==> config.mk <==
export PLATFORM = sky130hd
export DESIGN_NAME = tmr_scrub_ctrl
export DESIGN_NICKNAME = d
export VERILOG_FILES = /design/src/rtl/tmr_pkg.sv /design/src/rtl/tmr_voter.sv /design/src/rtl/tmr_scrub_ctrl.sv
export SDC_FILE = /design/constraint.sdc
export NUM_CORES = 1
export LEC_CHECK = 0
export CAP_MARGIN = 10
export CORE_ASPECT_RATIO = 1.25
export CORE_MARGIN = 2
export CORE_UTILIZATION = 40
export CTS_CLUSTER_SIZE = 12
export DETAILED_ROUTE_END_ITERATION = 10
export PLACE_DENSITY_LB_ADDON = 0.2
export REMOVE_ABC_BUFFERS = 1
export SETUP_SLACK_MARGIN = 0.4
export SLEW_MARGIN = 5
export SYNTH_ARGS = -nofsm -noshare
export SYNTH_HDL_FRONTEND = slang
export SYNTH_HIERARCHICAL = 1
export SYNTH_SLANG_ARGS = --single-unit
export TNS_END_PERCENT = 5
==> constraint.sdc <==
create_clock -name clk -period 3.1 [get_ports clk]
set_clock_uncertainty 0.05 [all_clocks]
set_input_delay 0.31 -clock clk [delete_from_list [all_inputs] [get_ports clk]]
set_output_delay 0.31 -clock clk [all_outputs]
set_load 0.005 [all_outputs]
==> src/rtl/tmr_pkg.sv <==
// Shared types and helpers for the TMR scrub controller.
package tmr_pkg;

  typedef enum logic {
    IDLE  = 1'b0,
    SCRUB = 1'b1
  } state_e;

  localparam logic [1:0] LANE_A = 2'd0;
  localparam logic [1:0] LANE_B = 2'd1;
  localparam logic [1:0] LANE_C = 2'd2;

  function automatic logic [1:0] popcount3(input logic [2:0] v);
    return {1'b0, v[0]} + {1'b0, v[1]} + {1'b0, v[2]};
  endfunction

endpackage

==> src/rtl/tmr_voter.sv <==
// Single-bit 2-of-3 majority voter.
module tmr_voter (
  input  logic a,
  input  logic b,
  input  logic c,
  output logic y
);

  assign y = (a & b) | (a & c) | (b & c);

endmodule

==> src/rtl/tmr_scrub_ctrl.sv <==
// Votes three replicated lanes, publishes the majority word and scrubs
// disagreeing lanes back over a req/ack port; tracks per-lane health.
module tmr_scrub_ctrl
  import tmr_pkg::*;
#(
  parameter int WIDTH      = 8,
  parameter int CNT_W      = 4,
  parameter int ERR_THRESH = 3,
  parameter int ACK_TMO    = 15
) (
  input  logic             clk,
  input  logic             rst,
  input  logic [WIDTH-1:0] lane_a,
  input  logic [WIDTH-1:0] lane_b,
  input  logic [WIDTH-1:0] lane_c,
  input  logic             vote_en,
  input  logic             clr_stats,
  output logic [WIDTH-1:0] voted,
  output logic             valid,
  output logic             busy,
  output logic             scrub_req,
  output logic [1:0]       scrub_lane,
  output logic [WIDTH-1:0] scrub_data,
  input  logic             scrub_ack,
  output logic [CNT_W-1:0] err_cnt_a,
  output logic [CNT_W-1:0] err_cnt_b,
  output logic [CNT_W-1:0] err_cnt_c,
  output logic [2:0]       lane_fail,
  output logic             degraded
);

  localparam int TMO_W = $clog2(ACK_TMO + 1);
  localparam logic [TMO_W-1:0] TMO_LAST = TMO_W'(ACK_TMO - 1);
  localparam logic [CNT_W-1:0] CNT_MAX  = {CNT_W{1'b1}};
  localparam logic [CNT_W-1:0] THRESH   = CNT_W'(ERR_THRESH);

  logic [WIDTH-1:0] maj;
  logic [2:0]       diff_nz;

  for (genvar i = 0; i < WIDTH; i++) begin : g_vote
    tmr_voter u_voter (
      .a (lane_a[i]),
      .b (lane_b[i]),
      .c (lane_c[i]),
      .y (maj[i])
    );
  end

  assign diff_nz = {|(lane_c ^ maj), |(lane_b ^ maj), |(lane_a ^ maj)};

  state_e                  state_q, state_d;
  logic [WIDTH-1:0]        voted_q, voted_d;
  logic                    valid_q, valid_d;
  logic [2:0]              pend_q, pend_d;
  logic [TMO_W-1:0]        tmo_q, tmo_d;
  logic [2:0][CNT_W-1:0]   err_cnt_q, err_cnt_d;
  logic [2:0]              lane_fail_q, lane_fail_d;
  logic                    degraded_q, degraded_d;
  logic [1:0]              cur_lane;
  logic [2:0]              cur_oh;

  // Lane A has priority, then B, then C.
  always_comb begin
    cur_lane = LANE_A;
    cur_oh   = 3'b000;
    if (pend_q[0]) begin
      cur_lane = LANE_A;
      cur_oh   = 3'b001;
    end else if (pend_q[1]) begin
      cur_lane = LANE_B;
      cur_oh   = 3'b010;
    end else if (pend_q[2]) begin
      cur_lane = LANE_C;
      cur_oh   = 3'b100;
    end
  end

  always_comb begin
    state_d     = state_q;
    voted_d     = voted_q;
    valid_d     = 1'b0;
    pend_d      = pend_q;
    tmo_d       = tmo_q;
    err_cnt_d   = err_cnt_q;
    lane_fail_d = lane_fail_q;
    case (state_q)
      IDLE: begin
        if (clr_stats) begin
          err_cnt_d   = '0;
          lane_fail_d = '0;
        end
        if (vote_en) begin
          voted_d = maj;
          valid_d = 1'b1;
          // Failed lanes still accumulate counts but are never scrubbed.
          for (int l = 0; l < 3; l++) begin
            if (diff_nz[l]) begin
              if (err_cnt_d[l] != CNT_MAX) err_cnt_d[l] = err_cnt_d[l] + 1'b1;
              if (err_cnt_d[l] >= THRESH) lane_fail_d[l] = 1'b1;
            end
          end
          pend_d = diff_nz & ~lane_fail_d;
          tmo_d  = '0;
          if (pend_d != 3'b000) state_d = SCRUB;
        end
      end
      SCRUB: begin
        if (scrub_ack) begin
          pend_d = pend_q & ~cur_oh;
          tmo_d  = '0;
        end else if (tmo_q == TMO_LAST) begin
          lane_fail_d = lane_fail_q | cur_oh;
          pend_d      = pend_q & ~cur_oh;
          tmo_d       = '0;
        end else begin
          tmo_d = tmo_q + 1'b1;
        end
        if (pend_d == 3'b000) state_d = IDLE;
      end
      default: state_d = IDLE;
    endcase
    degraded_d = popcount3(lane_fail_d) >= 2'd2;
  end

  always_ff @(posedge clk) begin
    if (rst) begin
      state_q     <= IDLE;
      voted_q     <= '0;
      valid_q     <= 1'b0;
      pend_q      <= '0;
      tmo_q       <= '0;
      err_cnt_q   <= '0;
      lane_fail_q <= '0;
      degraded_q  <= 1'b0;
    end else begin
      state_q     <= state_d;
      voted_q     <= voted_d;
      valid_q     <= valid_d;
      pend_q      <= pend_d;
      tmo_q       <= tmo_d;
      err_cnt_q   <= err_cnt_d;
      lane_fail_q <= lane_fail_d;
      degraded_q  <= degraded_d;
    end
  end

  assign voted      = voted_q;
  assign valid      = valid_q;
  assign busy       = (state_q == SCRUB);
  assign scrub_req  = (state_q == SCRUB);
  assign scrub_lane = cur_lane;
  assign scrub_data = voted_q;
  assign err_cnt_a  = err_cnt_q[0];
  assign err_cnt_b  = err_cnt_q[1];
  assign err_cnt_c  = err_cnt_q[2];
  assign lane_fail  = lane_fail_q;
  assign degraded   = degraded_q;

endmodule

* Yosys cells after proc, flatten, opt, wreduce, memory -nomap -nowiden
Cells that the tools add are included.
Word-level totals: flip-flop bits (word level) 33, latch bits 0, logic and storage cells 136, memory bits (read-only) 0, bits in writable memories 0, input port bits 29, memories kept 0
Cells by class: eq/ne operators 5, order comparisons 4, add/sub/neg operators 6, bitwise operators 49, mux-type cells 55, divide/modulo/power cells 0, $mul 0, shift operators 0, reductions and logical operators 7
Operators by type and width (number):
- two-way mux 4 bit | 18
- two-way mux 12 bit | 3
- two-way mux 3 bit | 11
- bitwise AND 1 bit | 24
- OR reduction 8 bit | 3
- XOR 8 bit | 3
- adder 4 x 1 -> 4 bit, second input constant | 4
- two-way mux 1 bit | 16
- bitwise OR 1 bit | 16
- greater-or-equal comparator 4 x 2 -> 1 bit, second input constant | 3
- != test 4 bit, second input constant | 3
- case mux 3 bit (2 select lines) | 2
- case mux 4 bit (2 select lines) | 1
- bitwise AND 3 bit | 2
- two-way mux 2 bit | 3
- NOT 3 bit | 2
- equality test 4 bit, second input constant | 1
- logical NOT 3 bit | 1
- bitwise OR 3 bit | 1
- nonzero test 3 bit | 1
- adder 1 x 1 -> 2 bit | 1
- adder 2 x 1 -> 2 bit | 1
- greater-or-equal comparator 2 bit, second input constant | 1
- != test 2 bit, second input constant | 1
- other kinds (4) | 4

* Depth between registers and ports, before layout
Gate-level depths: netlist of run 1.
word-level depth 19, depth in mapped cells 11

* Hierarchy
The synthesis of run 1 kept the hierarchy.
By module, submodules not included:
- tmr_scrub_ctrl | times used 1, area an instance 2265.9 µm², cells each 285
- tmr_voter | times used 8, area an instance 11.3 µm², cells each 1

* Worst setup path before layout of run 1
OpenSTA, ideal clock, no wires.
path kind input to register, start point input port clr_stats, end point register degraded_q (netlist: degraded), required time 2933 ps, path slack 715 ps, library setup time 117 ps, stages 11, data arrival time 2217 ps, cell sequence buf_4 clkbuf_1 nor2_1 ha_1 nand3b_1 o32a_1 a21oi_1 nand3b_1 nand2_1 ha_1 a32o_2
On the way: longest elaborated chain between the ends 17, elaborated cells between the ends (all ways) 41, those cells by class add/sub (5); order compare (4); eq/ne (3); mux (29)
RTL lines:
- start, declared | RTL line tmr_scrub_ctrl.sv:17 | input logic clr_stats,
- two-way mux 12 bit | RTL line tmr_scrub_ctrl.sv:88 | if (clr_stats) begin
- two-way mux 12 bit | RTL line tmr_scrub_ctrl.sv:86 | case (state_q)
- adder 4 x 1 -> 4 bit / != test 4 bit (equally long branches) | RTL line tmr_scrub_ctrl.sv:98 | if (err_cnt_d[l] != CNT_MAX) err_cnt_d[l] = err_cnt_d[l] + 1'b1;
- two-way mux 4 bit | RTL line tmr_scrub_ctrl.sv:98
- two-way mux 4 bit | RTL line tmr_scrub_ctrl.sv:97 | if (diff_nz[l]) begin
- two-way mux 4 bit | RTL line tmr_scrub_ctrl.sv:92 | if (vote_en) begin
- two-way mux 4 bit | RTL line tmr_scrub_ctrl.sv:86
- greater-or-equal comparator 4 x 2 -> 1 bit | RTL line tmr_scrub_ctrl.sv:99 | if (err_cnt_d[l] >= THRESH) lane_fail_d[l] = 1'b1;
- [2 not listed]
- two-way mux 1 bit | RTL line tmr_scrub_ctrl.sv:92
- two-way mux 1 bit | RTL line tmr_scrub_ctrl.sv:86
- two-way mux 3 bit (*) | RTL line tmr_scrub_ctrl.sv:92
- case mux 3 bit (2 select lines) (*) | RTL line tmr_scrub_ctrl.sv:86
- net lane_fail_d[0] | RTL line tmr_scrub_ctrl.sv:57 | logic [2:0] lane_fail_q, lane_fail_d;
- adder 1 x 1 -> 2 bit (*) | RTL line tmr_pkg.sv:14 | return {1'b0, v[0]} + {1'b0, v[1]} + {1'b0, v[2]};
- adder 2 x 1 -> 2 bit (*) | RTL line tmr_pkg.sv:14
- greater-or-equal comparator 2 bit (*) | RTL line tmr_scrub_ctrl.sv:122 | degraded_d = popcount3(lane_fail_d) >= 2'd2;
- end signal, assigned | RTL line tmr_scrub_ctrl.sv:143 | degraded_q <= degraded_d;
- end, declared | RTL line tmr_scrub_ctrl.sv:58 | logic degraded_q, degraded_d;
The timed path passes the listed nets; every way through them passes the cells marked *. The select of a mux whose other input is x is not followed. A chain may end at the register's enable or synchronous reset.

* Final worst setup path of run 1
start point input port lane_c[6], end point register degraded_q (netlist: degraded)
On the way: elaborated cells between the ends (all ways) 24, those cells by class add/sub (2); order compare (1); mux (11); bitwise (7); reduce/logical (3)
RTL lines:
- start, declared | RTL line tmr_scrub_ctrl.sv:15 | input logic [WIDTH-1:0] lane_c,
- bitwise AND 1 bit | RTL line tmr_voter.sv:9 | assign y = (a & b) | (a & c) | (b & c);
- bitwise OR 1 bit | RTL line tmr_voter.sv:9
- bitwise OR 1 bit (*) | RTL line tmr_voter.sv:9
- net maj[6] | RTL line tmr_scrub_ctrl.sv:37 | logic [WIDTH-1:0] maj;
- XOR 8 bit (*) | RTL line tmr_scrub_ctrl.sv:49 | assign diff_nz = {|(lane_c ^ maj), |(lane_b ^ maj), |(lane_a ^ maj)};
- OR reduction 8 bit (*) | RTL line tmr_scrub_ctrl.sv:49
- two-way mux 1 bit (*) | RTL line tmr_scrub_ctrl.sv:97
- two-way mux 1 bit (*) | RTL line tmr_scrub_ctrl.sv:92
- two-way mux 1 bit (*) | RTL line tmr_scrub_ctrl.sv:86
- two-way mux 3 bit (*) | RTL line tmr_scrub_ctrl.sv:92
- case mux 3 bit (2 select lines) (*) | RTL line tmr_scrub_ctrl.sv:86
- net lane_fail_d[2] | RTL line tmr_scrub_ctrl.sv:57
- adder 2 x 1 -> 2 bit (*) | RTL line tmr_pkg.sv:14
- greater-or-equal comparator 2 bit (*) | RTL line tmr_scrub_ctrl.sv:122
Marks and branches as above.

==> flow_summary.toml, run 1 <==
[synthesis]
synth_most_common_cell = "dfxtp_1"
synth_top_cell_by_area = "dfxtp_1"
synth.avg_cell_area_sq_um = 8.04
syn-cell-area_sq_um = 2360
synth_edf_count = 0
synth_cell_type_count = 53
ys_ff_latch = 33
async_flop_share_pct = 0
synth_commonest_cells = "dfxtp_1 (33), nand2_1 (32), a21oi_1 (27)"
yosys_warnings = 6
seq_area_frac_synth_pct = 28.0
postSynthCellCount = 293
synthFlopType = "dfxtp_1"
synth_top_area_share_pct = 28.0
synth.area.top_cells = "dfxtp_1 (28%), xor2_1 (9.3%), a21oi_1 (5.7%)"

[global_routing]
first_global_vias = 2237
grt_max_degree = 30
grt_overflow = 0
globalRouteTotalUtil_pct = 19.4
grt_pass1_wl_um = 10200
antenna_found_initial = 0

[floorplan]
die_h_um = 89.8
die_w_um = 72.6
num_rows = 31
start_util_pct = 41.0
dieArea_sq_um = 6520
num_io_pins = 66
core-area_sq_um = 5740

[pwr]
finalPower_mw = 1.07
peakVddDrop_mv = 0.208
p_switching_mw = 0.317
p_leak_nw = 1.22
combPwrFrac_pct = 27.3
p_int_mw = 0.755
swShare_pct = 29.5
clockPowerShare_pct = 29.4
p_seq_share_pct = 43.3
power.density_nw_per_um2 = 342

[timing]
tightestPinTransition_ns = 0.526
rsz0062_at_grt = "no"
setup_tns_ns = 0
period_needed_ns = 2.63
final-max-slew-violation-count = 0
hold_viol = 0
max_slew_margin_pct = 64.9
min_period_over_period_pct = 84.8
fmax_mhz = 380
holdWs_ns = 0.419
setup-violations-final = 0

[setup_path]
critPathArrivalTime_ns = 2.76
timing.rr.start = "err_cnt_a[1]$_SDFFE_PP0N_"
worst-path-max-fanout = 4
crit_required_ns = 3.23
startpoint = "lane_c[6]"
start_kind = "input port"
ff2ff_setup_slack_ns = 0.81
crit_type = "in -> reg"
cp-end-kind = "flop"
ff2ff_path_depth = 10

[cells_and_area]
postLayoutCellArea_sq_um = 3130
final_cells = 423
diodes = 0
multiInputGateArea_sq_um = 1490
nets = 391
syn_to_final_growth_pct = 33.0
fill_cells = 564
drive_gt1_share_pct = 11.5
register_area_sq_um = 661

[min_path]
min_from = "scrub_data[1]$_SDFFE_PP0P_"
min_path_cells = 2
hp-class = "reg -> reg"

[clock_network]
cts_buffers = 5
path_clk_slew_ns = 0.06
cts.sinks = 33
clockBufferDepth = 2
root_buffer = "clkbuf_8"
cts_tree = "done"
h-tree-depth = 2
clk_latency_ns = 0.29

[placed_design]
place_inst = 413
hpwl_um = 4720
gp_congestion = 0.825
postPlaceCellArea_sq_um = 3030
io_buffers = 65

[drt]
drtIter0Drc = 89
drt_wl_total_um = 6350
drc_errors = 0
wl_per_cell_um = 15.0
first_pass_iters = 4
ant_nets = 0
avgViaCountPerCell = 5.43
vias = 2297

[run]
cap_violations = 0

[run_status]
status = "complete, no violations"
[layout make-up]
cell class	count	share of cell area [%]
multi-input combinational	221	47.4
timing repair buffer	79	24.4
sequential	33	21.1
tap	66	2.64
clock buffer	8	2.56
inverter	16	1.92
[timing repair]
action,CTS,global route
hold buffers,0,0
setup buffers,0,2
endpoints found under the setup margin,0,1
resized for setup,0,3
endpoints found under the hold margin,0,0
[state kept, by name (all words and copies together) (netlist names)]
name and cells:
err_cnt_b 4, err_cnt_a 4, tmo_q 4, err_cnt_c 4
busy 1, pend_q 3, valid 1, degraded 1
scrub_data 8, lane_fail 3
[placed cells by master (no fill, tap or decap), types with 2 or more instances in the layout]
cell,count
a211oi_1,2
a21o_1,2
a21oi_1,27
a22oi_1,2
a311o_1,3
a31oi_1,14
and2_1,3
and3_1,4
buf_4,14
clkbuf_1,3
clkbuf_8,5
clkdlybuf4s50_1,62
dfxtp_1,33
dlymetal6s2s_1,3
ha_1,6
inv_1,15
maj3_2,8
mux2_2,2
mux2i_1,2
nand2_1,32
nand2b_1,3
nand3_1,9
nand3b_1,2
nand4_1,4
nor2_1,19
nor2b_1,9
nor3_1,3
nor3b_1,6
nor4_1,2
nor4_2,6
o21ai_0,4
o21bai_1,2
xor2_1,25
[power by group through the flow]
stage	registers, mW	logic, mW	clock network [mW]
final	0.464	0.293	0.315
after global routing	0.467	0.318	0.342
after detailed placement	0.474	0.290	0
after CTS	0.465	0.292	0.323
after global placement	0.473	0.289	0
after floorplan	0.478	0.130	0
[per-layer routing]
layer / vias to the layer above / GRT usage, % / part of all wire [%]
met5: - / 0 / 0
met4: 0 / 4.94 / 1.2
met3: 6 / 4.15 / 5.7
met2: 77 / 33.5 / 49
met1: 1056 / 23.9 / 44
li1: 1158 / - / -
[per-stage QoR]
stage | utilization, % | worst slack [ns]
2_1_floorplan | - | 0.621
3_3_place_gp | 52.8 | 0.213
3_5_place_dp | 52.8 | 0.151
4_1_cts | 54.2 | 0.458
5_1_grt | 54.6 | 0.396
6_report | 54.6 | 0.470
[worst paths after layout]
path / end
worst min-delay path: scrub_data[1]$_SDFFE_PP0P_
worst max register to register: degraded$_SDFF_PP0_
worst min register to register: scrub_data[1]$_SDFFE_PP0P_
worst max-delay path: degraded$_SDFF_PP0_
[cells by family after synthesis]
group | after synthesis | share of synthesized area (%)
AO/OA/AOI/OAI | 67 | 18.6
XOR/XNOR | 26 | 9.67
multiplexers | 4 | 1.81
AND/OR/NAND/NOR | 109 | 25.5
flip-flops | 33 | 28.0
adder cells (fa/ha/maj) | 15 | 7.44
buffers and inverters | 39 | 8.87
[worst max-delay path: stages]
cell and delay, ns:
clkdlybuf4s50_1 0.44, maj3_2 0.37, xor2_1 0.18, nor4_2 0.41
a21oi_1 0.14, nor2b_1 0.17, or2_1 0.22, ha_1 0.27
a32o_2 0.24
No activity file was read; power rests on OpenSTA's default activity.
==> inputs of run 2 (changes only) <==
- clock period: 3.1 -> 2.1 ns (I/O delays scaled with it)
==> run 2 against run 1 <==
Net effect: sequential power rose by 49%; worst hold slack got worse by 0.096 ns; via count rose by 20%; sequential share of layout area fell by 4.8 points; combinational power rose by 120%; the flow now finishes with violations (setup timing); clock power rose by 74%; global-route usage rose by 5.3 points; critical path type unchanged; critical path depth rose by 2; routed wire length rose by 31%; die area did not move; setup slack got worse by 0.50 ns; count of clock-buffer cells in the layout fell by 1.
==> flow_summary.toml, run 2 (synthesis gave the netlist of run 1 again) <==
[run_status]
status = "finished, violations left"
violations = "setup timing"

[floorplan]
die_h_um = 89.8
num_io_pins = 66
dieArea_sq_um = 6520
core-area_sq_um = 5740
die_w_um = 72.6
num_rows = 31
start_util_pct = 41.0

[pwr]
p_leak_nw = 1.77
power.density_nw_per_um2 = 456
peakVddDrop_mv = 0.422

[setup_path]
crit_type = "in -> reg"
worst_path_max_delay_cell = "maj3_2"
critical_path.max_stage_delay_ns = 0.33
worst-path-max-fanout = 3
crit_family = "simple AND/OR/NAND/NOR gates"
path_common_cell = "buf_6"
cp-end-kind = "flop"
crit_required_ns = 2.24
critPathBufInv = 3
path_cells = "buf_6 -> maj3_2 -> buf_6 -> buf_6 -> xor2_2 -> nor4_4 -> nand2_1 -> nand3b_1 -> nand2_1 -> ha_1 -> a32o_2"
critPathArrivalTime_ns = 2.26
start_kind = "input port"

[timing]
max_slew_margin_pct = 74.8
rsz0062_at_grt = "yes"
hold_viol = 0
finalWorstSetupSlack_ns = -0.0250
holdWs_ns = 0.323
fmax_mhz = 471
period_needed_ns = 2.13
min_period_over_period_pct = 101
setup-violations-final = 1
tightestPinTransition_ns = 0.376
final-max-slew-violation-count = 0

[drt]
avgViaCountPerCell = 5.32
drt_wl_total_um = 8320
drtIter0Drc = 98
ant_nets = 0
drc_errors = 0
wl_per_cell_um = 16.1
vias = 2749
first_pass_iters = 4

[global_routing]
grt_overflow = 0
antenna_found_initial = 0
grt_pass1_wl_um = 12800
globalRouteTotalUtil_pct = 24.7
first_global_vias = 2753
grt_max_degree = 19

[cells_and_area]
final_cells = 517
final_common_cell = "buf_4"
diodes = 0
nets = 485
syn_to_final_growth_pct = 75.0
drive_gt1_share_pct = 44.8
largest_reg_flops = 8
final_cell_mix = "buf_4 (94), clkdlybuf4s50_1 (39), nand2_1 (32)"

[min_path]
hp-class = "in -> reg"

[placed_design]
hpwl_um = 5480
gp_congestion = 0.915
io_buffers = 65
place_inst = 486
place_ws_ns = -0.647

[clock_network]
cts_tree = "done"
root_buffer = "clkbuf_8"
clockBufferDepth = 2
h-tree-depth = 2
cts_buffers = 5
clk_latency_ns = 0.29
cts_hold_buffers = 0
cts.sinks = 33
path_clk_slew_ns = 0.07

[run]
cap_violations = 0
-- run 2: cell count changes in the layout (fill, tap and decap cells not counted), sizes merged --
cell,previous run,this run
clkdlybuf4s50,62,39
clkdlybuf4s15,0,3
dlymetal6s2s,3,1
clkinv,1,2
clkbuf,8,10
buf,14,127
-- run 2: area by class of cell --
| type | count | area [sq um] |
|---|---|---|
| flip-flops and latches | 33 | 672 |
| inverters | 16 | 62.6 |
| clock buffers | 7 | 96.3 |
| fillers | 417 | 1620 |
| multi-input cells | 221 | 1740 |
| well taps | 66 | 82.6 |
| clock inverters | 1 | 5.00 |
| repair buffers | 173 | 1460 |
-- run 2: metal layers --
metal | GRT usage [%] | vias up | routed length, um
li1 | - | 1329 | -
met1 | 27.9 | 1310 | 3370
met2 | 43.0 | 87 | 4280
met3 | 4.93 | 23 | 347
met4 | 11.9 | 0 | 331
met5 | 0 | - | 0
-- run 2: what timing repair did --
item | in CTS | in global routing
resized for setup | 115 | 58
pin swaps | 34 | 22
endpoints found under the setup margin | 24 | 23
gates cloned | 0 | 0
buffers inserted | 22 | 1
-- run 2: power by group --
part | switching, mW | total, mW | leakage [nW] | internal, mW
Combinational | 0.291 | 0.645 | 1.45 | 0.354
Sequential | 0.0309 | 0.690 | 0.273 | 0.659
Clock | 0.251 | 0.547 | 0.0542 | 0.297
-- run 2: path summary, 6_finish.rpt --
check        slack, ns  cells after the start                       start                    endpoint
max              -0.03                     11                   lane_b[4]         degraded$_SDFF_PP0_
min reg2reg       0.42                      2  scrub_data[1]$_SDFFE_PP0P_  scrub_data[1]$_SDFFE_PP0P_
max reg2reg       0.01                     10   err_cnt_a[0]$_SDFFE_PP0N_         degraded$_SDFF_PP0_
min               0.32                      3                   clr_stats   err_cnt_a[1]$_SDFFE_PP0N_
-- run 2: worst register-to-register path: stages, from the launching register on --
cell,delay (ns)
dfxtp_2,0.36
nand2b_4,0.07
inv_4,0.07
ha_4,0.13
nand3b_1,0.07
o32a_1,0.30
a21oi_2,0.14
nand3b_1,0.17
nand2_1,0.08
ha_1,0.28
a32o_2,0.26
-- run 2: metrics by stage --
step                      power [mW]  TNS, ns  util, %  instance area, sq um
after floorplan                0.897   -0.379        -                  2210
after global placement          1.22    -5.80     62.3                  3580
after detailed placement        1.22    -6.28     62.3                  3580
after CTS                       1.82        0     68.0                  3910
after global routing            1.97  -0.0713     71.8                  4120
final                           1.88  -0.0250     71.8                  4120
